[src/rtl/seq_det_event_logger.sv]
// rtl/seq_det_event_logger.sv - timestamps sequence-detector hits into a show-ahead FIFO
//
// Purpose: every cycle where det_in and en are both high is an event. The
// event is stamped with a free-running cycle counter, queued in a small FIFO
// and offered on a valid/ready read port. A saturating event counter and a
// sticky overflow flag summarise activity for software.
//
// Ports:
//   clk        rising-edge system clock
//   rst        asynchronous active-low reset
//   det_in     detect pulse from the sequence detector (y)
//   en         logging enable; gates both the timestamp counter and events
//   clr        synchronous clear of evt_count and overflow
//   rd_ready   consumer accepts the head entry
//   rd_valid   FIFO non-empty
//   rd_data    timestamp at the FIFO head (show-ahead)
//   level      FIFO occupancy, 0..DEPTH
//   evt_count  saturating count of all events, including dropped ones
//   overflow   sticky: an event was dropped because the FIFO was full
module seq_det_event_logger #(
  parameter int TS_W  = 8,
  parameter int DEPTH = 4,
  parameter int CNT_W = 8
) (
  input  logic                     clk,
  input  logic                     rst,
  input  logic                     det_in,
  input  logic                     en,
  input  logic                     clr,
  input  logic                     rd_ready,
  output logic                     rd_valid,
  output logic [TS_W-1:0]          rd_data,
  output logic [$clog2(DEPTH):0]   level,
  output logic [CNT_W-1:0]         evt_count,
  output logic                     overflow
);

  localparam int PTR_W = $clog2(DEPTH);
  localparam int LVL_W = PTR_W + 1;

  localparam logic [TS_W-1:0]  TS_ONE   = TS_W'(1);
  localparam logic [PTR_W-1:0] PTR_ONE  = PTR_W'(1);
  localparam logic [LVL_W-1:0] LVL_ONE  = LVL_W'(1);
  localparam logic [LVL_W-1:0] LVL_FULL = LVL_W'(DEPTH);
  localparam logic [CNT_W-1:0] CNT_ONE  = CNT_W'(1);
  localparam logic [CNT_W-1:0] CNT_MAX  = {CNT_W{1'b1}};

  logic [TS_W-1:0]  ts;
  logic [TS_W-1:0]  mem [DEPTH];
  logic [PTR_W-1:0] wptr;
  logic [PTR_W-1:0] rptr;

  logic evt;
  logic full;
  logic pop;
  logic push;
  logic drop;

  assign evt      = det_in & en;
  assign full     = (level == LVL_FULL);
  assign rd_valid = (level != '0);
  assign rd_data  = mem[rptr];
  // A pop only happens on a non-empty FIFO, so an event into an empty FIFO
  // never bypasses straight to the read port.
  assign pop      = rd_valid & rd_ready;
  // When full, a same-cycle pop frees the slot the new entry lands in.
  assign push     = evt & (~full | pop);
  assign drop     = evt & full & ~pop;

  always_ff @(posedge clk or negedge rst) begin
    if (!rst) begin
      ts        <= '0;
      wptr      <= '0;
      rptr      <= '0;
      level     <= '0;
      evt_count <= '0;
      overflow  <= 1'b0;
      // Cleared so rd_data reads 0 immediately under reset.
      for (int i = 0; i < DEPTH; i++) begin
        mem[i] <= '0;
      end
    end else begin
      if (en) begin
        ts <= ts + TS_ONE;
      end

      if (push) begin
        mem[wptr] <= ts;
        wptr      <= wptr + PTR_ONE;
      end
      if (pop) begin
        rptr <= rptr + PTR_ONE;
      end

      case ({push, pop})
        2'b10:   level <= level + LVL_ONE;
        2'b01:   level <= level - LVL_ONE;
        default: level <= level;
      endcase

      // clr restarts the count, but an event in the same cycle still counts.
      if (clr) begin
        evt_count <= evt ? CNT_ONE : '0;
      end else if (evt && (evt_count != CNT_MAX)) begin
        evt_count <= evt_count + CNT_ONE;
      end

      // A drop in the same cycle as clr keeps the flag set.
      if (drop) begin
        overflow <= 1'b1;
      end else if (clr) begin
        overflow <= 1'b0;
      end
    end
  end

endmodule
[config.mk]
export PLATFORM = sky130hd
export DESIGN_NAME = seq_det_event_logger
export DESIGN_NICKNAME = d
export VERILOG_FILES = /design/src/rtl/seq_det_event_logger.sv
export SDC_FILE = /design/constraint.sdc
export NUM_CORES = 1
export LEC_CHECK = 0
export ABC_AREA = 1
export CORE_ASPECT_RATIO = 0.75
export CORE_MARGIN = 10
export CORE_UTILIZATION = 25
export CTS_BUF_LIST = sky130_fd_sc_hd__clkbuf_16
export CTS_CLUSTER_SIZE = 16
export DETAILED_ROUTE_END_ITERATION = 6
export GPL_TIMING_DRIVEN = 0
export PLACE_DENSITY_LB_ADDON = 0.3
export SLEW_MARGIN = 20
export SYNTH_ARGS = -nofsm -noshare
export SYNTH_HDL_FRONTEND = slang
export SYNTH_SLANG_ARGS = --single-unit
export TNS_END_PERCENT = 10
[constraint.sdc]
create_clock -name clk -period 3.1 [get_ports clk]
set_input_delay 0.62 -clock clk [delete_from_list [all_inputs] [get_ports clk]]
set_output_delay 0.62 -clock clk [all_outputs]
set_load 0.01 [all_outputs]
==> flow_metrics.env, run 1 <==
export IMPL_slowest_delay_ps=580
export IMPL_core_area_mm2=0.0110
export IMPL_cts_htree_levels=2
export IMPL_holdBufCountCts=0
export IMPL_slew_headroom_pct=68.3
export IMPL_pin_count=27
export IMPL_syn_num_nets=351
export IMPL_fmax_ghz=0.366
export IMPL_outcome="finished clean"
export IMPL_fin_setup_tns_ps=0
export IMPL_die_w_um=143
export IMPL_startpoint="rptr[0]"
export IMPL_grt_pass1_wl_mm=11.8
export IMPL_vias_per_cell=4.45
export IMPL_nets=385
export IMPL_leakagePower_nw=1.69
export IMPL_antenna_found_initial=0
export IMPL_die_height_um=112
export IMPL_path_cells="buf_2 -> clkbuf_1 -> nor2_1 -> o22ai_1 -> clkdlybuf4s50_1"
export IMPL_ys_seq_area_share_pct=49.6
export IMPL_path_class="reg -> out"
export IMPL_wl_per_cell_um=13.3
export IMPL_post_dp_hpwl_mm=5.20
export IMPL_required_ps=2480
export IMPL_yosysTopAreaCell="dfrtp_1"
export IMPL_finalNonFillerCells=512
export IMPL_drive_above_1_share_pct=8.06
export IMPL_yosys_top_cells_area="dfrtp_1 50%, nand2_1 14%, o21ai_0 8.1%"
export IMPL_rsz0062_at_grt="no"
export IMPL_clock_latency_ps=290
export IMPL_first_pass_iters=6
export IMPL_cts_buffers=5
export IMPL_setup_ws_ps=364
export IMPL_clk_pin_slew_ps=70
export IMPL_crit_path_end_kind="output port"
export IMPL_hold_viol=0
export IMPL_switching_power_mw=1.28
export IMPL_grt_ovfl_total=0
export IMPL_yosysMostFrequentCell="nand2_1"
export IMPL_setup_violations=0
export IMPL_drtAntennaViolNets=0
export IMPL_synth_top_area_share_pct=49.6
export IMPL_worst_slew_pin_slew_ps=476
export IMPL_syn_instance_count=337
export IMPL_initial_core_util_pct=25.7
export IMPL_drv_cap=0
export IMPL_cts_root_buf="clkbuf_16"
export IMPL_vdd_drop_max_mv=0.270
export IMPL_drv_slew=0
export IMPL_fin_crit_sh_pct=88.2
export IMPL_synth_warnings=0
export IMPL_syn2layout_area_growth_pct=23.2
export IMPL_drtIter0Drc=179
export IMPL_r2r_start="level[0]"
export IMPL_io_buffers=26
export IMPL_cts_max_path_buffers=2
export IMPL_totalWireLength_mm=6.83
export IMPL_cts_sinks=56
export IMPL_combPwrFrac_pct=40.5
export IMPL_ys_types=28
export IMPL_cts_tree="done"
export IMPL_power_frac_clock_pct=22.1
export IMPL_post_route_min_period_ps=2740
export IMPL_p_sw_share_pct=38.5
export IMPL_rr_worst_depth=10
export IMPL_synthTopCellsByCount="105 x nand2_1, 56 x dfrtp_1, 46 x o21ai_0, 27 x nor2_1, 26 x inv_1"
export IMPL_worst_hold_path_type="in -> async"
export IMPL_syn_area_mm2=0.00283
export IMPL_synth_seq_cells=56
export IMPL_synthFlopType="dfrtp_1"
export IMPL_place_ws_ps=196
export IMPL_synthArstFlopShare_pct=100
export IMPL_arrival_ps=2120
export IMPL_n_antenna_cell=0
export IMPL_grt_max_degree=44
export IMPL_grt_total_usage_pct=8.88
export IMPL_gp_congestion=0.827
export IMPL_num_vias=2279
export IMPL_place_inst=504
export IMPL_num_fill_cells=1152
export IMPL_post_cts_buffers=0
export IMPL_grt_pass1_vias=2233
export IMPL_power_density_mw_per_mm2=953
export IMPL_synth_area_per_cell_um2=8.38
export IMPL_synth_edf_count=0
export IMPL_worstPathMaxFanout=10
export IMPL_critPathBufInv=3
export IMPL_r2r_end="level[2]"
export IMPL_cts_resized=0
export IMPL_r2r_slack_ps=920
export IMPL_power_frac_seq_pct=37.4
export IMPL_cp_top_family="buffers and inverters"
export IMPL_cp_start_kind="flip-flop"
export IMPL_num_rows=33
export IMPL_final_setup_skew_ps=5.38
export IMPL_critPathSlowestCell="clkdlybuf4s50_1"
export IMPL_drc=0
export IMPL_p_int_mw=2.04
export IMPL_die_area_mm2=0.0160
-- stage by stage --
stage | cell area [µm²] | power, mW | hold slack, ps | util [%]
2_1_floorplan | 2830 | 2.02 | 324 | -
3_3_place_gp | 3260 | 2.58 | 466 | 29.7
3_5_place_dp | 3290 | 2.61 | 472 | 29.9
4_1_cts | 3480 | 3.35 | 183 | 31.7
5_1_grt | 3480 | 3.60 | 184 | 31.7
6_report | 3480 | 3.32 | 179 | 31.7
-- area by class of cell --
class	count	area [µm²]	share of cell area [%]
Buffer	10	63.8	1.83
Clock buffer	5	125	3.60
Clock inverter	3	68.8	1.98
Inverter	28	106	3.06
Multi-Input combinational cell	243	1250	36.0
Sequential cell	56	1400	40.3
Tap cell	140	175	5.03
Timing Repair Buffer	27	285	8.20
-- kinds of logic (layout without fill, tap and decap cells) --
logic type,count (synthesis),after routing,synth area share [%]
and+or+nand+nor,153,153,24.0
AOI/OAI and AO/OA,71,71,13.0
DFF,56,56,49.6
buffers and inverters,38,73,6.02
xor gates and xnor gates,10,10,3.10
adders and majority gates,8,8,3.81
muxes,1,1,0.399
-- layer usage --
metal,GRT usage [%],routed length [µm],vias to the layer above
met1,13.2,3560,1054
met3,1.64,304,8
met4,2.40,91,0
li1,-,-,1163
met5,0,0,-
met2,12.7,2870,54
-- registers in the layout (all words and copies together), names as in the netlist --
signal	flops
ts	8
level	3
rptr	2
wptr	2
mem	32
evt_count	8
overflow	1
-- how the worst max path moves through the flow --
stage                      end  slack [ps]  cells after the start
floorplan             level[2]         990                     10
CTS                 rd_data[0]         330                      5
finish              rd_data[0]         360                      5
global route        rd_data[0]         220                      5
global placement         ts[6]        -490                      1
detailed placement    level[2]         200                     11
-- cell usage in the layout, fill, tap and decap left out, types with 7 or more instances in the layout --
cell / Yosys / layout
nand2_1: 105 / 105
dfrtp_1: 56 / 56
o21ai_0: 46 / 46
nor2_1: 27 / 27
inv_1: 26 / 26
clkdlybuf4s50_1: 0 / 25
a21oi_1: 8 / 8
o22ai_1: 8 / 8
xor2_1: 8 / 8
o21ai_1: 8 / 8
nand3_1: 8 / 8
ha_1: 7 / 7
-- power by group through the flow --
stage          clock network (mW)  registers (mW)  logic (mW)
2_1_floorplan                   0            1.19       0.833
3_3_place_gp                    0            1.25        1.33
3_5_place_dp                    0            1.25        1.36
4_1_cts                     0.753            1.24        1.36
5_1_grt                     0.782            1.29        1.54
6_report                    0.734            1.24        1.34
(Power assumes the default switching activity.)
==> inputs of run 2 (changes only) <==
- TNS_END_PERCENT: 10 -> unset
==> results of run 2 <==
No change in the layout: final DEF, timing and power equal those of run 1.
==> inputs of run 3 (changes only) <==
- CELL_PAD_IN_SITES_DETAIL_PLACEMENT: unset -> 1
- CELL_PAD_IN_SITES_GLOBAL_PLACEMENT: unset -> 1
- REMOVE_ABC_BUFFERS: unset -> 1
==> run 3 against run 2 <==
- hold slack better by 39 ps
- clock-buffer cell count unchanged
- total power down 6.0%
- non-clock buffer count down 10
- utilization down 1.1 points
- first-iteration DRC count down 45%
- clock power down 23%
- sequential power up 6%
- combinational power down 8%
- critical path type unchanged
- critical endpoint is now rd_data[2]
- largest cell class unchanged
==> flow_metrics.env, run 3 (synthesis gave the netlist of run 1 again) <==
export IMPL_setup_ws_ps=212
export IMPL_path_class="reg -> out"
export IMPL_antenna_found_initial=0
export IMPL_grt_max_degree=41
export IMPL_cts_sinks=56
export IMPL_path_cells="inv_1 -> o21ai_0 -> o22ai_1 -> clkdlybuf4s50_1"
export IMPL_post_dp_hpwl_mm=5.29
export IMPL_n_antenna_cell=0
export IMPL_largestRegisters="mem (32), evt_count (8), ts (8)"
export IMPL_place_area_mm2=0.00321
export IMPL_nets=375
export IMPL_drv_slew=0
export IMPL_outcome="finished clean"
export IMPL_rsz0062_at_grt="no"
export IMPL_combPwrFrac_pct=39.5
export IMPL_power_density_mw_per_mm2=930
export IMPL_fin_setup_tns_ps=0
export IMPL_grt_pass1_wl_mm=12.7
export IMPL_initial_core_util_pct=25.7
export IMPL_drc=0
export IMPL_critPathBufInv=2
export IMPL_first_pass_iters=4
export IMPL_hold_viol=0
export IMPL_largest_register="mem"
export IMPL_cts_buffers=5
export IMPL_vdd_drop_max_mv=0.256
export IMPL_setup_violations=0
export IMPL_power_mw=3.12
export IMPL_crit_path_end_kind="output port"
export IMPL_grt_total_usage_pct=9.87
export IMPL_cts_max_path_buffers=2
export IMPL_num_rows=33
export IMPL_clock_latency_ps=300
export IMPL_worstPathMaxFanout=19
export IMPL_power_frac_seq_pct=42.4
export IMPL_num_vias=2269
export IMPL_fmax_ghz=0.346
export IMPL_slew_headroom_pct=60.2
export IMPL_post_cts_buffers=0
export IMPL_clk_pin_slew_ps=70
export IMPL_wl_per_cell_um=15.0
export IMPL_cts_tree="done"
export IMPL_vias_per_cell=4.52
export IMPL_mostFrequentLayoutCells="105 x nand2_1, 55 x dfrtp_1, 46 x o21ai_0"
export IMPL_gp_congestion=0.764
export IMPL_syn2layout_area_growth_pct=18.7
export IMPL_core_area_mm2=0.0110
export IMPL_die_area_mm2=0.0160
export IMPL_num_fill_cells=1319
export IMPL_drv_cap=0
export IMPL_die_height_um=112
export IMPL_cp_top_family="buffers and inverters"
export IMPL_place_ws_ps=-50.5
export IMPL_largest_reg_flops=32
export IMPL_slowest_delay_ps=600
export IMPL_pin_count=27
export IMPL_final_common_cell="nand2_1"
export IMPL_cts_root_buf="clkbuf_16"
export IMPL_leakagePower_nw=1.62
export IMPL_grt_pass1_vias=2387
export IMPL_io_buffers=26
export IMPL_totalWireLength_mm=7.52
export IMPL_worst_slew_pin_slew_ps=597
export IMPL_critPathSlowestCell="clkdlybuf4s50_1"
export IMPL_required_ps=2480
export IMPL_grt_ovfl_total=0
export IMPL_arrival_ps=2270
export IMPL_drtIter0Drc=98
export IMPL_post_route_min_period_ps=2890
export IMPL_design_area_mm2=0.00335
export IMPL_drtAntennaViolNets=0
export IMPL_rr_worst_depth=9
export IMPL_cts_htree_levels=2
export IMPL_power_frac_clock_pct=18.1
export IMPL_cp_num_cells=4
export IMPL_drive_above_1_share_pct=5.80
export IMPL_switching_power_mw=1.28
export IMPL_final_setup_skew_ps=6.80
export IMPL_p_int_mw=1.84
export IMPL_die_w_um=143
export IMPL_fin_crit_sh_pct=93.2
export IMPL_worst_hold_path_type="in -> async"
export IMPL_p_sw_share_pct=41.1
export IMPL_cp_start_kind="flip-flop"
==> run 3: timing repair <==
action / CTS / global route
hold buffers: 0 / 0
gates resized for setup: 0 / 1
endpoints found under the setup margin: 0 / 8
hold endpoints to repair: 0 / 0
==> run 3: final cells by class <==
| type | instances | area [µm²] | area share [%] |
|---|---|---|---|
| clock buffers | 5 | 125 | 3.73 |
| clock inverters | 3 | 13.8 | 0.410 |
| inverters | 28 | 106 | 3.17 |
| multi-input cells | 243 | 1250 | 37.4 |
| flip-flops and latches | 56 | 1400 | 41.8 |
| well taps | 140 | 175 | 5.22 |
| repair buffers | 27 | 278 | 8.28 |
==> run 3: metal layers <==
layer,GRT usage (%),vias to the layer above,part of all wire (%)
li1,-,1139,-
met3,2.15,9,2.9
met2,14.5,23,42
met4,3.84,0,1.8
met5,0,-,0
met1,13.7,1098,53
==> run 3: worst paths after layout <==
| path | from | to | slack, ps |
|---|---|---|---|
| min | rst | ts[7] | 220 |
| max | rptr[0] | rd_data[2] | 210 |
| max in group asynchronous | rst | mem[15] | 2390 |
| min reg2reg | mem[15] | mem[15] | 480 |
| max reg2reg | level[0] | level[2] | 700 |
| min in group clk | mem[15] | mem[15] | 480 |
==> run 3: power by group through the flow <==
stage / clock (mW) / combinational, mW / sequential [mW]
final: 0.566 / 1.23 / 1.32
after global routing: 0.614 / 1.41 / 1.37
after CTS: 0.590 / 1.26 / 1.32
after detailed placement: 0 / 1.26 / 1.34
after global placement: 0 / 1.22 / 1.32
after floorplan: 0 / 0.744 / 1.24
==> run 3: through the flow <==
step                cells  hold slack [ps]  util, %
global placement      493              460     29.1
finish                502              218     30.5
floorplan             327              324        -
detailed placement    494              468     29.3
global route          502              233     30.5
CTS                   502              223     30.5
